<file path="config.mk">
export PLATFORM = sky130hd
export DESIGN_NAME = gth_link_sequencer
export DESIGN_NICKNAME = d
export VERILOG_FILES = /design/src/rtl/gth_link_sequencer.sv
export SDC_FILE = /design/constraint.sdc
export NUM_CORES = 1
export LEC_CHECK = 0
export BUFFER_PORTS_ARGS = -buffer_cell sky130_fd_sc_hd__buf_2
export CORE_MARGIN = 1
export CORE_UTILIZATION = 35
export CTS_CLUSTER_DIAMETER = 60
export CTS_CLUSTER_SIZE = 20
export DETAILED_ROUTE_END_ITERATION = 6
export SETUP_SLACK_MARGIN = 0.4
export SYNTH_ARGS = -nofsm -noshare
export SYNTH_HDL_FRONTEND = slang
export SYNTH_SLANG_ARGS = --single-unit
</file>
<file path="constraint.sdc">
create_clock -name txoutclk_internal -period 3.37 [get_ports txoutclk_internal]
set_input_delay 0.674 -clock txoutclk_internal [delete_from_list [all_inputs] [get_ports txoutclk_internal]]
set_output_delay 0.674 -clock txoutclk_internal [all_outputs]
set_load 0.03 [all_outputs]
</file>
<file path="src/rtl/gth_link_sequencer.sv">
// gth_link_sequencer: GT reset, lock and FIFO-fill bring-up plus
// bounded-retry recovery for the 3-lane GTH TMDS transmit path.
module gth_link_sequencer #(
   parameter int RESET_PULSE     = 16,
   parameter int TIMEOUT         = 65536,
   parameter int LOCK_WAIT       = 1024,
   parameter int FILL_CYCLES     = 8,
   parameter int HOLDOFF         = 4096,
   parameter int MAX_RETRIES     = 7,
   parameter int UNDERFLOW_LIMIT = 4
) (
   input  logic       txoutclk_internal,
   input  logic       gtwiz_reset_clk_freerun_in,
   input  logic       enable,
   input  logic       tx_done_async,
   input  logic [2:0] txpmaresetdone_async,
   input  logic       mmcm_locked_async,
   input  logic       fifo_underflow_async,
   output logic       gt_reset_req,
   output logic       clk_pixel_resetn,
   output logic       link_up,
   output logic       fault,
   output logic [3:0] retry_cnt,
   output logic [2:0] state
);

   typedef enum logic [2:0] {
      S_IDLE      = 3'd0,
      S_GT_RESET  = 3'd1,
      S_WAIT_DONE = 3'd2,
      S_WAIT_LOCK = 3'd3,
      S_FILL      = 3'd4,
      S_RUN       = 3'd5,
      S_HOLDOFF   = 3'd6,
      S_FAULT     = 3'd7
   } state_t;

   localparam int M1   = (TIMEOUT > HOLDOFF) ? TIMEOUT : HOLDOFF;
   localparam int M2   = (RESET_PULSE > FILL_CYCLES) ? RESET_PULSE : FILL_CYCLES;
   localparam int CMAX = (M1 > M2) ? M1 : M2;
   localparam int CW   = $clog2(CMAX + 1);
   localparam int LW   = $clog2(LOCK_WAIT + 1);
   localparam int UW   = $clog2(UNDERFLOW_LIMIT + 1);

   logic          clk;
   logic          rst;
   logic [6:0]    sync_a;
   logic [6:0]    sync_b;
   logic          enable_s;
   logic          tx_done_s;
   logic [2:0]    pmadone_s;
   logic          locked_s;
   logic          underflow_s;
   logic          underflow_d;
   logic          uf_evt;
   logic          run_fail;
   state_t        st;
   state_t        nxt;
   logic [CW-1:0] cnt;
   logic [LW-1:0] lock_run;
   logic [UW-1:0] uf_cnt;

   assign clk = txoutclk_internal;
   assign rst = gtwiz_reset_clk_freerun_in;

   always_ff @(posedge clk or posedge rst) begin
      if (rst) begin
         sync_a      <= '0;
         sync_b      <= '0;
         underflow_d <= 1'b0;
      end else begin
         sync_a      <= {fifo_underflow_async, mmcm_locked_async,
                         txpmaresetdone_async, tx_done_async, enable};
         sync_b      <= sync_a;
         underflow_d <= underflow_s;
      end
   end

   assign enable_s    = sync_b[0];
   assign tx_done_s   = sync_b[1];
   assign pmadone_s   = sync_b[4:2];
   assign locked_s    = sync_b[5];
   assign underflow_s = sync_b[6];
   assign uf_evt      = underflow_s & ~underflow_d;

   // All RUN failure causes merge into one HOLDOFF entry
   assign run_fail = ~locked_s | ~tx_done_s |
                     (uf_evt & (uf_cnt == UW'(UNDERFLOW_LIMIT - 1)));

   always_comb begin
      nxt = st;
      unique case (st)
         S_IDLE:
            if (enable_s) nxt = S_GT_RESET;
         S_GT_RESET:
            if (cnt == CW'(RESET_PULSE - 1)) nxt = S_WAIT_DONE;
         S_WAIT_DONE:
            if (tx_done_s & (&pmadone_s)) nxt = S_WAIT_LOCK;
            else if (cnt == CW'(TIMEOUT - 1)) nxt = S_HOLDOFF;
         S_WAIT_LOCK:
            if (locked_s && lock_run == LW'(LOCK_WAIT - 1))
               nxt = S_FILL;
            else if (cnt == CW'(TIMEOUT - 1)) nxt = S_HOLDOFF;
         S_FILL:
            if (cnt == CW'(FILL_CYCLES - 1)) nxt = S_RUN;
         S_RUN:
            if (run_fail) nxt = S_HOLDOFF;
         S_HOLDOFF:
            if (retry_cnt >= 4'(MAX_RETRIES)) nxt = S_FAULT;
            else if (cnt == CW'(HOLDOFF - 1)) nxt = S_GT_RESET;
         S_FAULT:
            nxt = S_FAULT;
      endcase
      if (!enable_s) nxt = S_IDLE;
   end

   always_ff @(posedge clk or posedge rst) begin
      if (rst) begin
         st       <= S_IDLE;
         cnt      <= '0;
         lock_run <= '0;
         uf_cnt   <= '0;
      end else begin
         st <= nxt;
         if (nxt != st)
            cnt <= '0;
         else if (st != S_IDLE && st != S_RUN && st != S_FAULT)
            cnt <= cnt + 1'b1;
         if (st != S_WAIT_LOCK || !locked_s)
            lock_run <= '0;
         else
            lock_run <= lock_run + 1'b1;
         if (st != S_RUN)
            uf_cnt <= '0;
         else if (uf_evt)
            uf_cnt <= uf_cnt + 1'b1;
      end
   end

   // Outputs are registered from the next state so they line up with st
   always_ff @(posedge clk or posedge rst) begin
      if (rst) begin
         gt_reset_req     <= 1'b0;
         clk_pixel_resetn <= 1'b0;
         link_up          <= 1'b0;
         fault            <= 1'b0;
         retry_cnt        <= '0;
      end else begin
         gt_reset_req     <= (nxt == S_GT_RESET);
         clk_pixel_resetn <= (nxt == S_FILL) || (nxt == S_RUN);
         link_up          <= (nxt == S_RUN);
         fault            <= (nxt == S_FAULT);
         if (nxt == S_IDLE)
            retry_cnt <= '0;
         else if (nxt == S_HOLDOFF && st != S_HOLDOFF && retry_cnt != 4'hF)
            retry_cnt <= retry_cnt + 1'b1;
      end
   end

   assign state = st;

endmodule
</file>
* Word level (Yosys, flattened, before mapping) *
Cells that the tools add are included.
W data, S select, Z words.

cells by class
  multipliers = 0
  magnitude comparators = 1
  add/subtract/negate cells = 4
  bitwise logic cells = 8
  shifts and indexed selects = 0
  eq/ne operators = 24
  reductions and logical operators = 15
  muxes and demuxes = 17
  divide/modulo/power cells = 0

operators with widths
  operator                 number
  $mux W17                 2
  $mux W3                  11
  $eq A3 B3 Y1 const B     8
  $pmux W3 S8              1
  $add A17 B1 Y17 const B  1
  $eq A17 B12 Y1 const B   1
  $eq A17 B16 Y1 const B   1
  $eq A17 B3 Y1 const B    1
  $eq A17 B4 Y1 const B    1
  $add A11 B1 Y11 const B  1
  $eq A11 B10 Y1 const B   1
  $mux W11                 1
  $eq A3 B2 Y1 const B     3
  $ne A3 B3 Y1 const B     3
  $mux W4                  2
  $eq A3 B1 Y1 const B     2
  $logic_not A3 Y1         2
  $reduce_bool A2 Y1       3
  $logic_and A1 B1 Y1      5
  $add A4 B1 Y4 const B    1
  $ge A4 B3 Y1 const B     1
  $ne A4 B4 Y1 const B     1
  $add A3 B1 Y3 const B    1
  $and A1 B1 Y1            3
  other kinds (8)          12

word-level totals
  input port bits = 9
  bits in latches = 0
  bits in read-only memories = 0
  flip-flop bits (word level) = 57
  logic and storage cells = 81
  memories = 0
  output and inout bits = 11
  memory bits (writable) = 0

* Logic depth before layout (Yosys ltp) *
Gate-level depths: netlist (run 1).

  depth in word-level cells = 12
  depth in mapped cells = 11
  depth with buffers taken out = 9

* Least setup slack after synthesis (run 1) *
No wires, ideal clock.

  path type = register to register
  start point = register cnt[4]
  end point = register cnt[3]
  required time = 3275 ps
  setup slack = 776 ps
  period minus slack after synthesis = 2594 ps
  setup time = 95 ps
  cell stages (with the launch flop) = 11
  arrival = 2499 ps
  cell sequence = dfrtp_1 nand4_2 or3_1 buf_2 nor3_1 ha_1 or4_1 a31oi_1 mux2_2 buf_6 nor4_4

on the way
  word-level cells in the longest chain between the ends = 7
  elaborated cells on any way between the ends = 16
  classes of those cells = eq/ne: 5; mux: 10; reduce/logical: 1

ends and longest elaborated chain
  item                                                     RTL line      source
  start, declared                                          59            logic [CW-1:0] cnt;
  start signal, assigned                                   128           cnt <= cnt + 1'b1;
  $eq A17 B12 Y1 / $eq A17 B16 Y1 (equally long branches)  110, 99, 103
  $mux W3, on equally long branches                        110, 99, 103
  $mux W3, on equally long branches                        109, 101, 98
  $pmux W3 S8 *                                            92            unique case (st)
  $mux W3 *                                                114           if (!enable_s) nxt = S_IDLE;
  $ne A3 B3 Y1 *                                           125           if (nxt != st)
  $mux W17 / $reduce_bool A2 Y1 (equally long branches)    -

Every way passes the cells marked *; elsewhere a longest branch is shown, timed or not.
A chain may end at the register's enable or synchronous reset.

* Worst setup path in the final report (run 1) *
  start point = register cnt[4]
  end point = register cnt[8]

on the way
  word-level cells in the longest chain between the ends = 7
  elaborated cells on any way between the ends = 18
  classes of those cells = add/sub: 1; eq/ne: 5; mux: 11; reduce/logical: 1

ends and longest elaborated chain
  item                                                     RTL line
  $eq A17 B12 Y1 / $eq A17 B16 Y1 (equally long branches)  110, 99, 103
  $mux W3, on equally long branches                        110, 99, 103
  $mux W3, on equally long branches                        109, 101, 98
  $pmux W3 S8                                              92
  $mux W3                                                  114
  $ne A3 B3 Y1                                             125
  $mux W17 / $reduce_bool A2 Y1 (equally long branches)    -

Parallel ways exist; a longest one is shown, timed or not. The select of a mux whose other input is x is not followed.

==> impl_metrics.py, run 1 <==
metrics = {
    "run_status": {
        "status": "completed",
    },
    "timing": {
        "holdWs_ns": 0.316,
        "finalHoldViolCount": 0,
        "tns_ns": 0,
        "worstMarginPinSlew_ns": 0.626,
        "slew_violations": 0,
        "max_freq_mhz": 365,
        "setup_violations": 0,
        "finalClockSkew_ns": 0.00738,
        "fin_crit_ns": 2.74,
        "grt_setup_unrepaired": "false",
        "period_share_pct": 81.2,
        "relSlewSlack_pct": 57.9,
    },
    "power_and_ir_drop": {
        "vdd_drop_max_uv": 265,
        "power_density_nw_per_um2": 505,
        "p_leak_uw": 0.00137,
    },
    "run": {
        "max_cap_violations": 0,
    },
    "synth": {
        "synth-edff-count": 0,
        "synth_seq_area_share_pct": 50.4,
        "syn_inst": 264,
        "synth_top_area_share_pct": 50.4,
        "yosysTopAreaCell": "dfrtp_1",
        "yosys_warnings": 0,
        "synth_ff_type": "dfrtp_1",
        "ys_ff_latch": 57,
        "syn-num-nets": 279,
        "ys_types": 47,
        "synth_area_leaders": "dfrtp_1 (50%), xnor2_1 (4.0%), nor4_2 (4.0%)",
        "synthArstFlopShare_pct": 100,
        "syn-mean-instance-area_um2": 10.7,
        "mappedNetlistArea_um2": 2830,
    },
    "floorplanning": {
        "die_y_um": 91.9,
        "die_x_um": 91.9,
        "core_um2": 7770,
        "num_rows": 32,
        "start_util_pct": 36.4,
        "ios": 20,
        "die_area_um2": 8440,
    },
    "detailed_routing": {
        "drt_iter0_drc": 117,
        "dr_wl_met2_um": 2710,
        "drc": 0,
        "wl_met3_um": 226,
        "top_layer": "met4",
        "first_pass_iters": 4,
        "avgViaCountPerCell": 5.17,
        "avgRoutedWirePerCell_um": 14.0,
        "vias": 2046,
        "routed_wirelength_um": 5550,
        "met1Wirelength_um": 2530,
        "ant_nets": 0,
    },
    "global_route": {
        "grt_pass1_wl_um": 9650,
        "grt_pass1_vias": 2084,
        "antenna_found_initial": 0,
        "track_usage_pct": 15.0,
        "gr-total-overflow": 0,
        "grt_start_max_net_pins": 39,
    },
    "setup_path": {
        "cp-end-kind": "register",
        "r2r_end": "cnt[8]$_DFFE_PP0P_",
        "rr_worst_depth": 8,
        "critical_path_class": "register to register",
        "arrival_ns": 2.97,
        "setup.worst_path.start_class": "register",
        "crit_path_max_fanout": 17,
        "r2r-start": "cnt[4]$_DFFE_PP0P_",
        "r2r_setup_slack_ns": 0.63,
        "cp_data_required_time_ns": 3.60,
    },
    "layout": {
        "fin_util_pct": 42.1,
        "drive_above_1_share_pct": 19.7,
        "area_growth_pct": 15.6,
        "final_cell_mix": "dfrtp_1 (57), nand2_1 (27), nor2_1 (23)",
        "final_nets": 304,
        "diodes": 0,
        "final_common_cell": "dfrtp_1",
    },
    "clocking": {
        "clockBufferDepth": 2,
        "cts_max_level": 3,
        "cts_sinks": 57,
        "cts_tree": "done",
        "clock_latency_ns": 0.34,
        "numCtsBuffers": 9,
        "ctsRootBufferMaster": "clkbuf_8",
        "cts_hold_buf": 0,
        "path_clk_slew_ns": 0.07,
    },
    "place": {
        "dpl.hpwl_um": 3860,
        "portBuffers": 19,
        "gp_congestion": 0.781,
    },
    "hold_path": {
        "hold_class": "primary input to asynchronous set/reset pin",
    },
}
final cells by class:
cell class | instances | area [µm²]
timing repair buffer | 23 | 138
inverter | 8 | 30.0
multi-input combinational | 190 | 1320
fill | 784 | 4500
tap | 102 | 128
clock inverter | 5 | 77.6
clock buffer | 11 | 151
sequential | 57 | 1430
where the power goes:
part | total (µW) | switching [µW] | internal (µW)
Combinational | 178 | 116 | 62.1
Sequential | 745 | 32.6 | 713
Clock | 727 | 273 | 454
repair_timing:
| item | CTS | global route |
|---|---|---|
| endpoints found under the setup margin | 0 | 16 |
| resized for setup | 0 | 1 |
| buffers inserted | 0 | 1 |
metal layers:
layer	vias up	GRT usage (%)
li1	995	-
met1	1012	18.2
met2	34	24.3
met3	5	5.14
met4	0	5.86
met5	-	0
cell usage after synthesis, drive strengths merged (4+ instances only):
cell and count:
nand2 27, nand3 13, and3 6, nor3 7, ha 6, a21oi 7, mux2i 6, inv 8
clkbuf 4, buf 5, nor4 21, nand4 7, xnor2 13, nor2 24, nand2b 5, o21a 5
xor2 12, o21ai 4, dfrtp 57
through the flow:
stage,power (µW),cell area (µm²),std cells,worst slack (ns)
2_1_floorplan,895,2830,264,0.776
3_3_place_gp,936,3020,379,0.622
5_1_grt,1730,3270,396,0.472
3_5_place_dp,937,3020,379,0.538
4_1_cts,1670,3240,395,0.512
6_report,1650,3270,396,0.632
worst max path at each step:
stage | end | start | cells past startpoint | slack, ns
after floorplan | cnt[3]$_DFFE_PP0P_ | cnt[4]$_DFFE_PP0P_ | 10 | 0.78
after global placement | cnt[4]$_DFFE_PP0P_ | cnt[4]$_DFFE_PP0P_ | 9 | 0.62
after detailed placement | cnt[5]$_DFFE_PP0P_ | cnt[4]$_DFFE_PP0P_ | 8 | 0.54
after CTS | cnt[8]$_DFFE_PP0P_ | cnt[4]$_DFFE_PP0P_ | 9 | 0.51
after global routing | cnt[5]$_DFFE_PP0P_ | cnt[4]$_DFFE_PP0P_ | 8 | 0.47
final | cnt[8]$_DFFE_PP0P_ | cnt[4]$_DFFE_PP0P_ | 8 | 0.63
cells by family (layout without fill, tap and decap cells):
kind of cell | after synthesis | after routing | synth area share, %
flops | 57 | 57 | 50.4
compound gates | 27 | 27 | 6.86
fa+ha+maj | 6 | 6 | 2.65
simple gates | 124 | 124 | 25.6
buf+inv | 17 | 47 | 3.10
xor+xnor | 25 | 25 | 8.41
mux | 8 | 8 | 2.92
registers in the layout, summed over array words and instances, names as in the netlist:
signal	count
uf_cnt	3
cnt	17
lock_run	11
sync_a	7
clk_pixel_resetn	1
gt_reset_req	1
sync_b	7
underflow_d	1
state	3
retry_cnt	4
fault	1
link_up	1
worst max-delay path, cell delays in order, from the launching register on:
cell and delay (ns):
dfrtp_1 0.44, nand4_2 0.13, or3_1 0.22, nor3_1 0.08, ha_1 0.21, or4_1 0.53, a31oi_1 0.23, mux2_4 0.44
nor4_1 0.34
Power figures use the tool's default switching activity.
==> run 2: changes to the inputs <==
==> constraint.sdc (replaced) <==
create_clock -name txoutclk_internal -period 2.45 [get_ports txoutclk_internal]
set_input_delay 0.49 -clock txoutclk_internal [delete_from_list [all_inputs] [get_ports txoutclk_internal]]
set_output_delay 0.49 -clock txoutclk_internal [all_outputs]
set_load 0.03 [all_outputs]
==> run 2 against run 1 <==
Combinational power grew to 2.6 times the previous value. Worst hold slack got worse by 0.14 ns. Routed wire length up 14%. Design area increased by 18%. Die area unchanged. Global-route usage rose by 1.6 points. Via count grew 7.3%. Utilization up 7.4 points. Power rose by 46%. Clock skew grew 0.0030 ns. Critical endpoint is now cnt[10]$_DFFE_PP0P_. Non-clock buffer count up 34.
==> impl_metrics.py, run 2 (same netlist as run 1, synthesis figures left out) <==
metrics = {
    "run_status": {
        "status": "completed",
    },
    "power_and_ir_drop": {
        "vdd_drop_max_uv": 361,
        "power_density_nw_per_um2": 625,
        "power_uw": 2400,
        "p_leak_uw": 0.00159,
    },
    "detailed_routing": {
        "drt_iter0_drc": 162,
        "routed_wirelength_um": 6340,
        "first_pass_iters": 4,
        "vias": 2195,
        "avgRoutedWirePerCell_um": 14.7,
        "ant_nets": 0,
        "drc": 0,
        "avgViaCountPerCell": 5.10,
    },
    "floorplanning": {
        "start_util_pct": 36.4,
        "ios": 20,
        "core_um2": 7770,
        "die_x_um": 91.9,
        "die_y_um": 91.9,
        "num_rows": 32,
        "die_area_um2": 8440,
    },
    "clocking": {
        "cts_sinks": 57,
        "cts_max_level": 3,
        "ctsRootBufferMaster": "clkbuf_8",
        "clockBufferDepth": 2,
        "path_clk_slew_ns": 0.08,
        "numCtsBuffers": 9,
        "clock_latency_ns": 0.35,
        "cts_tree": "done",
        "cts_hold_buf": 0,
    },
    "layout": {
        "drive_above_1_share_pct": 36.0,
        "fill_cells": 705,
        "largestRegisters": "cnt (17), lock_run (11)",
        "final_common_cell": "dfrtp_1",
        "final_area_um2": 3840,
        "final_nets": 338,
        "diodes": 0,
        "final_cell_mix": "dfrtp_1 (57), buf_4 (30), nand2_1 (27)",
        "area_growth_pct": 36.0,
        "largest_reg_flops": 17,
        "regMostFlops": "cnt",
    },
    "place": {
        "post_dp_cell_area_um2": 3260,
        "gp_congestion": 0.804,
        "place_worst_setup_slack_ns": 0.0157,
        "portBuffers": 19,
        "dpl.hpwl_um": 4210,
    },
    "timing": {
        "relSlewSlack_pct": 58.8,
        "worstMarginPinSlew_ns": 0.616,
        "finalHoldViolCount": 0,
        "finalClockSkew_ns": 0.0104,
        "fin_ws_ns": 0.0781,
        "setup_violations": 0,
        "fin_crit_ns": 2.37,
        "max_freq_mhz": 422,
        "grt_setup_unrepaired": "true",
        "slew_violations": 0,
        "period_share_pct": 96.8,
    },
    "setup_path": {
        "cp.depth": 9,
        "cp_data_required_time_ns": 2.70,
        "setup.worst_path.start_class": "register",
        "cp_cell_sequence": "ha_4 -> nand3_2 -> nor3_2 -> ha_2 -> or4_4 -> a31oi_4 -> mux2_4 -> buf_4 -> nor4_4",
        "crit_family": "simple AND/OR/NAND/NOR gates",
        "startpoint": "cnt[0]$_DFFE_PP0P_",
        "rr_worst_depth": 9,
        "r2r_end": "cnt[10]$_DFFE_PP0P_",
        "r2r-start": "cnt[0]$_DFFE_PP0P_",
        "slowest_delay_ns": 0.44,
        "crit_slowest_cell": "or4_4",
        "r2r_setup_slack_ns": 0.08,
        "arrival_ns": 2.62,
        "cp-end-kind": "register",
        "critical_path_class": "register to register",
        "crit_path_max_fanout": 7,
        "setup.worst_path.end": "cnt[10]$_DFFE_PP0P_",
        "worst-path-buf-inv": 1,
    },
    "hold_path": {
        "hold_class": "primary input to asynchronous set/reset pin",
    },
    "global_route": {
        "track_usage_pct": 16.6,
        "grt_pass1_wl_um": 10800,
        "gr-total-overflow": 0,
        "antenna_found_initial": 0,
        "grt_start_max_net_pins": 34,
        "grt_pass1_vias": 2196,
    },
    "run": {
        "max_cap_violations": 0,
    },
}
## run 2: cell count changes in the layout (fill, tap and decap cells not counted), sizes merged
cell / change
clkbuf: -2
clkinvlp: -1
bufinv: -1
buf: +34
inv: +4
## run 2: final cells by class
type / instances / area, µm² / share of cell area [%]
timing repair buffer: 57 / 440 / 11.5
sequential: 57 / 1430 / 37.1
clock buffer: 9 / 124 / 3.22
multi-input combinational: 190 / 1610 / 41.9
tap: 102 / 128 / 3.32
clock inverter: 7 / 85.1 / 2.21
inverter: 8 / 30.0 / 0.781
## run 2: metrics by stage
stage	TNS (ns)	instances	hold slack [ns]	utilization [%]
floorplan	0	264	0.331	-
global placement	0	401	0.333	41.9
detailed placement	0	401	0.335	41.9
CTS	0	424	0.187	47.8
global route	-0.279	430	0.209	49.5
finish	0	430	0.177	49.5
## run 2: worst min-delay path by stage
stage               slack, ns                   to                  startpoint
finish                   0.18  sync_a[0]$_DFF_PP0_  gtwiz_reset_clk_freerun_in
CTS                      0.19  sync_a[0]$_DFF_PP0_  gtwiz_reset_clk_freerun_in
floorplan                0.33  sync_b[0]$_DFF_PP0_         sync_a[0]$_DFF_PP0_
detailed placement       0.33  sync_b[2]$_DFF_PP0_         sync_a[2]$_DFF_PP0_
global route             0.21  sync_a[0]$_DFF_PP0_  gtwiz_reset_clk_freerun_in
global placement         0.33  sync_b[4]$_DFF_PP0_         sync_a[4]$_DFF_PP0_
## run 2: power breakdown
group | leakage, µW | switching [µW] | total [µW] | internal (µW)
registers | 0.000756 | 41.3 | 1020 | 980
clock network | 0.000107 | 438 | 928 | 490
logic | 0.000724 | 258 | 455 | 198
total | 0.00159 | 737 | 2400 | 1670
## run 2: routing by layer
metal  part of all wire, %  vias up  track usage, %  routed length (µm)
li1                      -     1068               -                   -
met1                    48     1084            21.8                3050
met2                    47       31            25.7                2970
met3                   3.2       12            4.64                 206
met4                   1.8        0            6.51                 114
met5                     0        -               0                   0
## run 2: what timing repair did
action,CTS,global route
buffers inserted,7,6
cloned,0,0
pin swaps,6,2
gates resized for setup,30,12
endpoints found under the setup margin,25,26
